`src/rtl/chunked_serial_adder_pkg.sv`:
```
// Shared types and elaboration helpers for the chunked serial adder.
package chunked_serial_adder_pkg;

   typedef enum logic {
      IDLE = 1'b0,
      RUN  = 1'b1
   } state_t;

   function automatic int calc_nch(input int width, input int chunk);
      return width / chunk;
   endfunction

   // Chunk index width; a single-chunk adder still needs a 1-bit index.
   function automatic int calc_kw(input int nch);
      return (nch <= 1) ? 1 : $clog2(nch);
   endfunction

endpackage

```
`src/rtl/chunked_serial_adder_chunk_adder.sv`:
```
// Combinational CHUNK-bit adder slice, also exposing the carry into its MSB.
module chunk_adder #(
   parameter int CHUNK = 4
) (
   input  logic [CHUNK-1:0] a,
   input  logic [CHUNK-1:0] b,
   input  logic             carry_in,
   output logic [CHUNK-1:0] sum,
   output logic             carry_out,
   output logic             carry_msb
);

   logic [CHUNK:0] total_s;

   // Full-width add; the MSB carry-in is recovered from the MSB sum bit.
   always_comb begin
      total_s   = {1'b0, a} + {1'b0, b} + {{CHUNK{1'b0}}, carry_in};
      sum       = total_s[CHUNK-1:0];
      carry_out = total_s[CHUNK];
      carry_msb = a[CHUNK-1] ^ b[CHUNK-1] ^ total_s[CHUNK-1];
   end

endmodule

```
`src/rtl/chunked_serial_adder.sv`:
```
// Multi-cycle adder: adds CHUNK bits per clock, LSB chunk first, then
// commits sum, carry_out and overflow together with a one-cycle done pulse.
module chunked_serial_adder
   import chunked_serial_adder_pkg::*;
#(
   parameter int WIDTH = 16,
   parameter int CHUNK = 4
) (
   input  logic             clk,
   input  logic             rst_n,
   input  logic             start,
   input  logic [WIDTH-1:0] a,
   input  logic [WIDTH-1:0] b,
   input  logic             carry_in,
   output logic             busy,
   output logic             done,
   output logic [WIDTH-1:0] sum,
   output logic             carry_out,
   output logic             overflow
);

   localparam int NCH = calc_nch(WIDTH, CHUNK);
   localparam int KW  = calc_kw(NCH);

   if (WIDTH % CHUNK != 0) begin : g_bad_chunk
      $error("chunked_serial_adder: WIDTH must be an integer multiple of CHUNK");
   end

   localparam logic [WIDTH-1:0] CHUNK_MASK = WIDTH'({CHUNK{1'b1}});

   state_t           state_r;
   logic [WIDTH-1:0] a_r;
   logic [WIDTH-1:0] b_r;
   logic             carry_r;
   logic [KW-1:0]    k_r;
   logic [WIDTH-1:0] work_r;
   logic [WIDTH-1:0] sum_r;
   logic             carry_out_r;
   logic             overflow_r;
   logic             done_r;
   logic             busy_r;

   logic [31:0]      shift_s;
   logic [CHUNK-1:0] a_chunk_s;
   logic [CHUNK-1:0] b_chunk_s;
   logic [CHUNK-1:0] chunk_sum_s;
   logic             chunk_co_s;
   logic             chunk_cmsb_s;
   logic [WIDTH-1:0] work_next_s;
   logic             last_s;

   // Select chunk k of each operand and merge the chunk result into the working sum.
   always_comb begin
      shift_s     = 32'(k_r) * 32'(CHUNK);
      a_chunk_s   = CHUNK'(a_r >> shift_s);
      b_chunk_s   = CHUNK'(b_r >> shift_s);
      work_next_s = (work_r & ~(CHUNK_MASK << shift_s)) | (WIDTH'(chunk_sum_s) << shift_s);
      last_s      = (k_r == KW'(NCH - 1));
   end

   chunk_adder #(
      .CHUNK (CHUNK)
   ) u_chunk_adder (
      .a         (a_chunk_s),
      .b         (b_chunk_s),
      .carry_in  (carry_r),
      .sum       (chunk_sum_s),
      .carry_out (chunk_co_s),
      .carry_msb (chunk_cmsb_s)
   );

   // Control FSM, operand/index/carry registers and committed result registers.
   always_ff @(posedge clk or negedge rst_n) begin
      if (!rst_n) begin
         state_r     <= IDLE;
         a_r         <= {WIDTH{1'b0}};
         b_r         <= {WIDTH{1'b0}};
         carry_r     <= 1'b0;
         k_r         <= {KW{1'b0}};
         work_r      <= {WIDTH{1'b0}};
         sum_r       <= {WIDTH{1'b0}};
         carry_out_r <= 1'b0;
         overflow_r  <= 1'b0;
         done_r      <= 1'b0;
         busy_r      <= 1'b0;
      end else begin
         case (state_r)
            IDLE: begin
               done_r <= 1'b0;
               if (start) begin
                  a_r     <= a;
                  b_r     <= b;
                  carry_r <= carry_in;
                  k_r     <= {KW{1'b0}};
                  work_r  <= {WIDTH{1'b0}};
                  busy_r  <= 1'b1;
                  state_r <= RUN;
               end else begin
                  busy_r  <= 1'b0;
               end
            end
            RUN: begin
               carry_r <= chunk_co_s;
               work_r  <= work_next_s;
               if (last_s) begin
                  sum_r       <= work_next_s;
                  carry_out_r <= chunk_co_s;
                  overflow_r  <= chunk_cmsb_s ^ chunk_co_s;
                  done_r      <= 1'b1;
                  busy_r      <= 1'b0;
                  k_r         <= {KW{1'b0}};
                  state_r     <= IDLE;
               end else begin
                  done_r      <= 1'b0;
                  k_r         <= k_r + KW'(1);
               end
            end
            default: begin
               state_r <= IDLE;
               busy_r  <= 1'b0;
               done_r  <= 1'b0;
            end
         endcase
      end
   end

   assign busy      = busy_r;
   assign done      = done_r;
   assign sum       = sum_r;
   assign carry_out = carry_out_r;
   assign overflow  = overflow_r;

endmodule
```
`config.mk`:
```
export PLATFORM = sky130hd
export DESIGN_NAME = chunked_serial_adder
export DESIGN_NICKNAME = d
export VERILOG_FILES = /design/src/rtl/chunked_serial_adder_pkg.sv /design/src/rtl/chunked_serial_adder_chunk_adder.sv /design/src/rtl/chunked_serial_adder.sv
export SDC_FILE = /design/constraint.sdc
export NUM_CORES = 1
export LEC_CHECK = 0
export CAP_MARGIN = 20
export CORE_MARGIN = 5
export CORE_UTILIZATION = 38
export CTS_BUF_LIST = sky130_fd_sc_hd__clkbuf_8
export CTS_CLUSTER_DIAMETER = 100
export DETAILED_ROUTE_END_ITERATION = 8
export PLACE_DENSITY = 0.59
export SYNTH_ARGS = -nofsm -noshare
export SYNTH_HDL_FRONTEND = slang
export SYNTH_SLANG_ARGS = --single-unit
```
`constraint.sdc`:
```
create_clock -name clk -period 3 [get_ports clk]
set_clock_uncertainty 0.05 [all_clocks]
set_input_delay 0.45 -clock clk [delete_from_list [all_inputs] [get_ports clk]]
set_output_delay 0.45 -clock clk [all_outputs]
set_load 0.005 [all_outputs]
```
==> results.md <==
- The flow ran to the end, and the final reports show no timing, DRC or antenna violations.
- The number of storage elements in the synthesis netlist is approximately 70.
- The number of sinks handled by clock tree synthesis is 68.
- The area of the die is 10,300 sq um.
- After Yosys synthesis, XOR and XNOR cells account for under 10% of the synthesized area.
- The floorplan step set the die width to between 100 and 150 um.
- Of the synthesized area, sequential elements account for between 50% and 60%.
- The required time at the endpoint of the critical path is 3170 ps.
- The number of antenna diodes in the final layout is 0.
- The initial antenna violation count is 0.
- The worst setup path is captured at a register.
- The pin count of the biggest net entering global routing is 37.
- The total grt overflow is 0.
- Yosys printed 0 warnings.
- The routed length per instance is 15.9 um.
- The core region is 8180 sq um.
- The final count of pins violating max slew is 0.
- The most frequent cell on the critical path is sky130_fd_sc_hd__fa_1.
- Multiplexer cells account for 20.5% of the synthesized area.
- For this run, the detailed router's first-pass iteration total came to 4.
- The count of buffers from port buffering is 55.
- The worst path uses 87.1% of the clock period.
- The most common cell after layout, fill and taps aside is sky130_fd_sc_hd__dfrtp_1.
- The classification of the worst setup path is register to register.
- The root buffer cell is sky130_fd_sc_hd__clkbuf_8.
- The critical path's slowest cell is sky130_fd_sc_hd__mux4_2.
- CTS built an H-tree with a depth of 3.
- The layout overhead on the synthesized area is 26.8%.
- The max-slew headroom at the worst pin is a little under half.
- The hold buffer count at CTS is 0.
- TritonCTS built the clock tree.
- Setup violations remaining at the end of the flow were counted as 0.
- The number of fill cells is 727.
- Dividing the detail-routed via count by the number of cells gives 5.03.
- The initial core utilization is 39.0%.
- The cell count after synthesis is 230.
- The buffers inserted during post-CTS setup optimization is 0.
- Traced cell by cell, the critical path runs through mux4_2 > fa_1 > fa_1 > xor2_2 > a221oi_1 > nor2_1.
- When the netlist entered floorplanning its net count stood at 275.
- The post-detailed-placement half-perimeter wirelength is 4590 um.
- Counting distinct cell types in the post-synthesis netlist gives 35.
- Max-cap violations in this run came to 0.
- The synthesized-area fraction occupied by and/or/nand/nor cells is 6.08%.
- The die is 102 um tall.
- The number of endpoints with negative hold slack in the final report was 0.
- The endpoint arrival time on the critical path is 2790 ps.
- Global routing consumed, over all layers together, 13.7% of the routing resources.
- The final cell area excluding filler cells is 4040 sq um.
- STA classifies the critical path startpoint as a register.
- Setup repair after global routing left no endpoint under its margin.
- The logic depth of the worst register-to-register path is 6.
- The worst ir drop on vdd is 0.000742 V.
- Of all nets on the critical path, the largest fanout is 7.
- The congestion estimate from routability-driven global placement came to 0.787.
- The worst-skew pair later-pin latency is 330 ps.
- At the pin with the least slew margin, the transition time is 824 ps.
- The final layout contains routed wiring with a total length of 6330 um.
- Clock-pin slew was measured on the worst setup and hold paths at roughly 80 ps.
- Summing the areas of all compound-gate instances in the mapped netlist gives between 10% and 20% of the synthesized area.
- The number of gates resized after cts is 0.
- The buffer levels on the longest clock path is 2.
- In the routed design, unresolved DRC markers number 0.
- Static timing analysis puts the maximum clock frequency at 383 MHz.
- The analysis attributes to cell leakage a power of around 1.8 nW.
- The path class of the tightest hold or removal check is input port to async pin.
- In this run the remaining antenna-violating nets after routing total 0.
- The power density normalized to cell area is ~1300 nW/um^2.
- The via count of the first global-routing pass came to 2,064.
- The combinational family with the most area after synthesis is multiplexers.
- The number of DRC violations after detailed-routing iteration 0 is 65.
- On the worst path, the slowest cell contributes a delay of 540 ps.
- In this run, CTS created clock tree buffers numbering 9.
- The cell area that synthesis handed to floorplanning was 3190 sq um.
- Leaving out fill and tap cells, the most frequent cells in the layout are 68 x sky130_fd_sc_hd__dfrtp_1, 54 x sky130_fd_sc_hd__clkdlybuf4s50_1, 30 x sky130_fd_sc_hd__mux2_4.
- The detailed router placed 2,005 vias in this run.
- Subtracting the final worst setup slack from the clock period gives 2610 ps.
- Of the total synthesized cell area, the portion taken by full adders, half adders and majority gates is ~4.0%.
- Averaged over all synthesized cells, the footprint is approximately 14 sq um.
- The number of top-level pins is 56.
- The first-pass GRT wire length is 10,700 um.
- The final net count is roughly 340.
- The post-route netlist has 24.1% of its cells at a drive strength greater than 1.
- In the final timing run, aggregate negative setup slack is 0 ps.
- The placed instances occupy a cell area of 3840 sq um.
- The floorplan has 33 rows.
-- area by class of cell --
class	count	area (sq um)	share of cell area, %
flip-flops and latches	68	1700	42.1
multi-input cells	141	1360	33.7
repair buffers	63	618	15.3
inverters	7	26.3	0.650
clock buffers	12	165	4.09
clock inverters	3	37.5	0.929
well taps	105	131	3.25
-- routing by layer --
layer  up-vias  share of wire [%]  global-route usage, %
li1        950                  -                      -
met1       986                 50                   20.3
met2        63                 43                   18.9
met3         6                5.6                   3.58
met4         0                1.1                   5.83
met5         -                  0                      0
-- sequential cells by signal, indices dropped and copies added, names as in the netlist --
signal     flops
a_r           16
b_r           16
busy           1
carry_out      1
carry_r        1
done           1
k_r            2
overflow       1
state_r        1
sum           16
work_r        12
-- synthesized netlist by cell type, drive strengths merged --
cell     n  area (sq um)
dfrtp   68          1700
mux2    32           473
nor2    21          86.3
nand2   14          52.6
buf     12          97.6
a21oi    9          52.6
a221oi   9          78.8
a32o     9          90.1
o21ai    9          45.0
mux4     8           180
ha       7          87.6
inv      7          26.3
a22o     3          26.3
and3     3          18.8
a21o     2          15.0
clkbuf   2          7.51
fa       2          40.0
nand2b   2          12.5
nor2b    2          12.5
xor2     2          32.5
a211oi   1          7.51
a21boi   1          7.51
nor3     1          5.00
o31ai    1          7.51
o41ai    1          8.76
or3      1          6.26
xnor2    1          8.76
-- power by group --
part,internal [mW],total [mW],switching [mW]
Sequential,1.36,1.62,0.256
Clock,0.442,0.760,0.318
Combinational,1.37,2.71,1.34
-- worst max-delay path: cells and delay by family, from the launching register on --
family | cells | cell delay, ps
DFF | 1 | 420
xor gates and xnor gates | 1 | 230
AOI/OAI and AO/OA | 1 | 330
and+or+nand+nor | 1 | 70
muxes | 1 | 540
adders and majority gates | 2 | 880
-- path summary, 6_finish.rpt --
path	from	to	slack, ps
worst max-delay path	k_r[0]$_DFFE_PN0P_	sum[6]$_DFFE_PN0P_	390
worst min-delay path	rst_n	a_r[2]$_DFFE_PN0P_	160
worst max register to register	k_r[0]$_DFFE_PN0P_	sum[6]$_DFFE_PN0P_	390
worst min register to register	work_r[11]$_DFFE_PN0P_	work_r[11]$_DFFE_PN0P_	430
max in group asynchronous	rst_n	busy$_DFFE_PN0P_	2090
min in group clk	work_r[11]$_DFFE_PN0P_	work_r[11]$_DFFE_PN0P_	430
-- cells by family (layout without fill, tap and decap cells) --
logic type,after synthesis,count (layout)
buffers and inverters,21,85
AND/OR/NAND/NOR,44,44
XOR/XNOR,3,3
multiplexers,40,40
flip-flops,68,68
AO/OA/AOI/OAI,45,45
adder cells (fa/ha/maj),9,9
-- per-stage QoR --
step                      power [mW]  cells  hold WS [ps]  util, %  setup slack (ps)
final                           5.09    399           163     49.4               388
after global routing            5.48    399           226     49.4               224
after CTS                       5.16    399           179     49.4               365
after detailed placement        4.38    384           416     47.0               374
after global placement          4.33    384           406     47.0               398
after floorplan                 3.55    230           104        -               280
No activity file was read; power rests on OpenSTA's default activity.
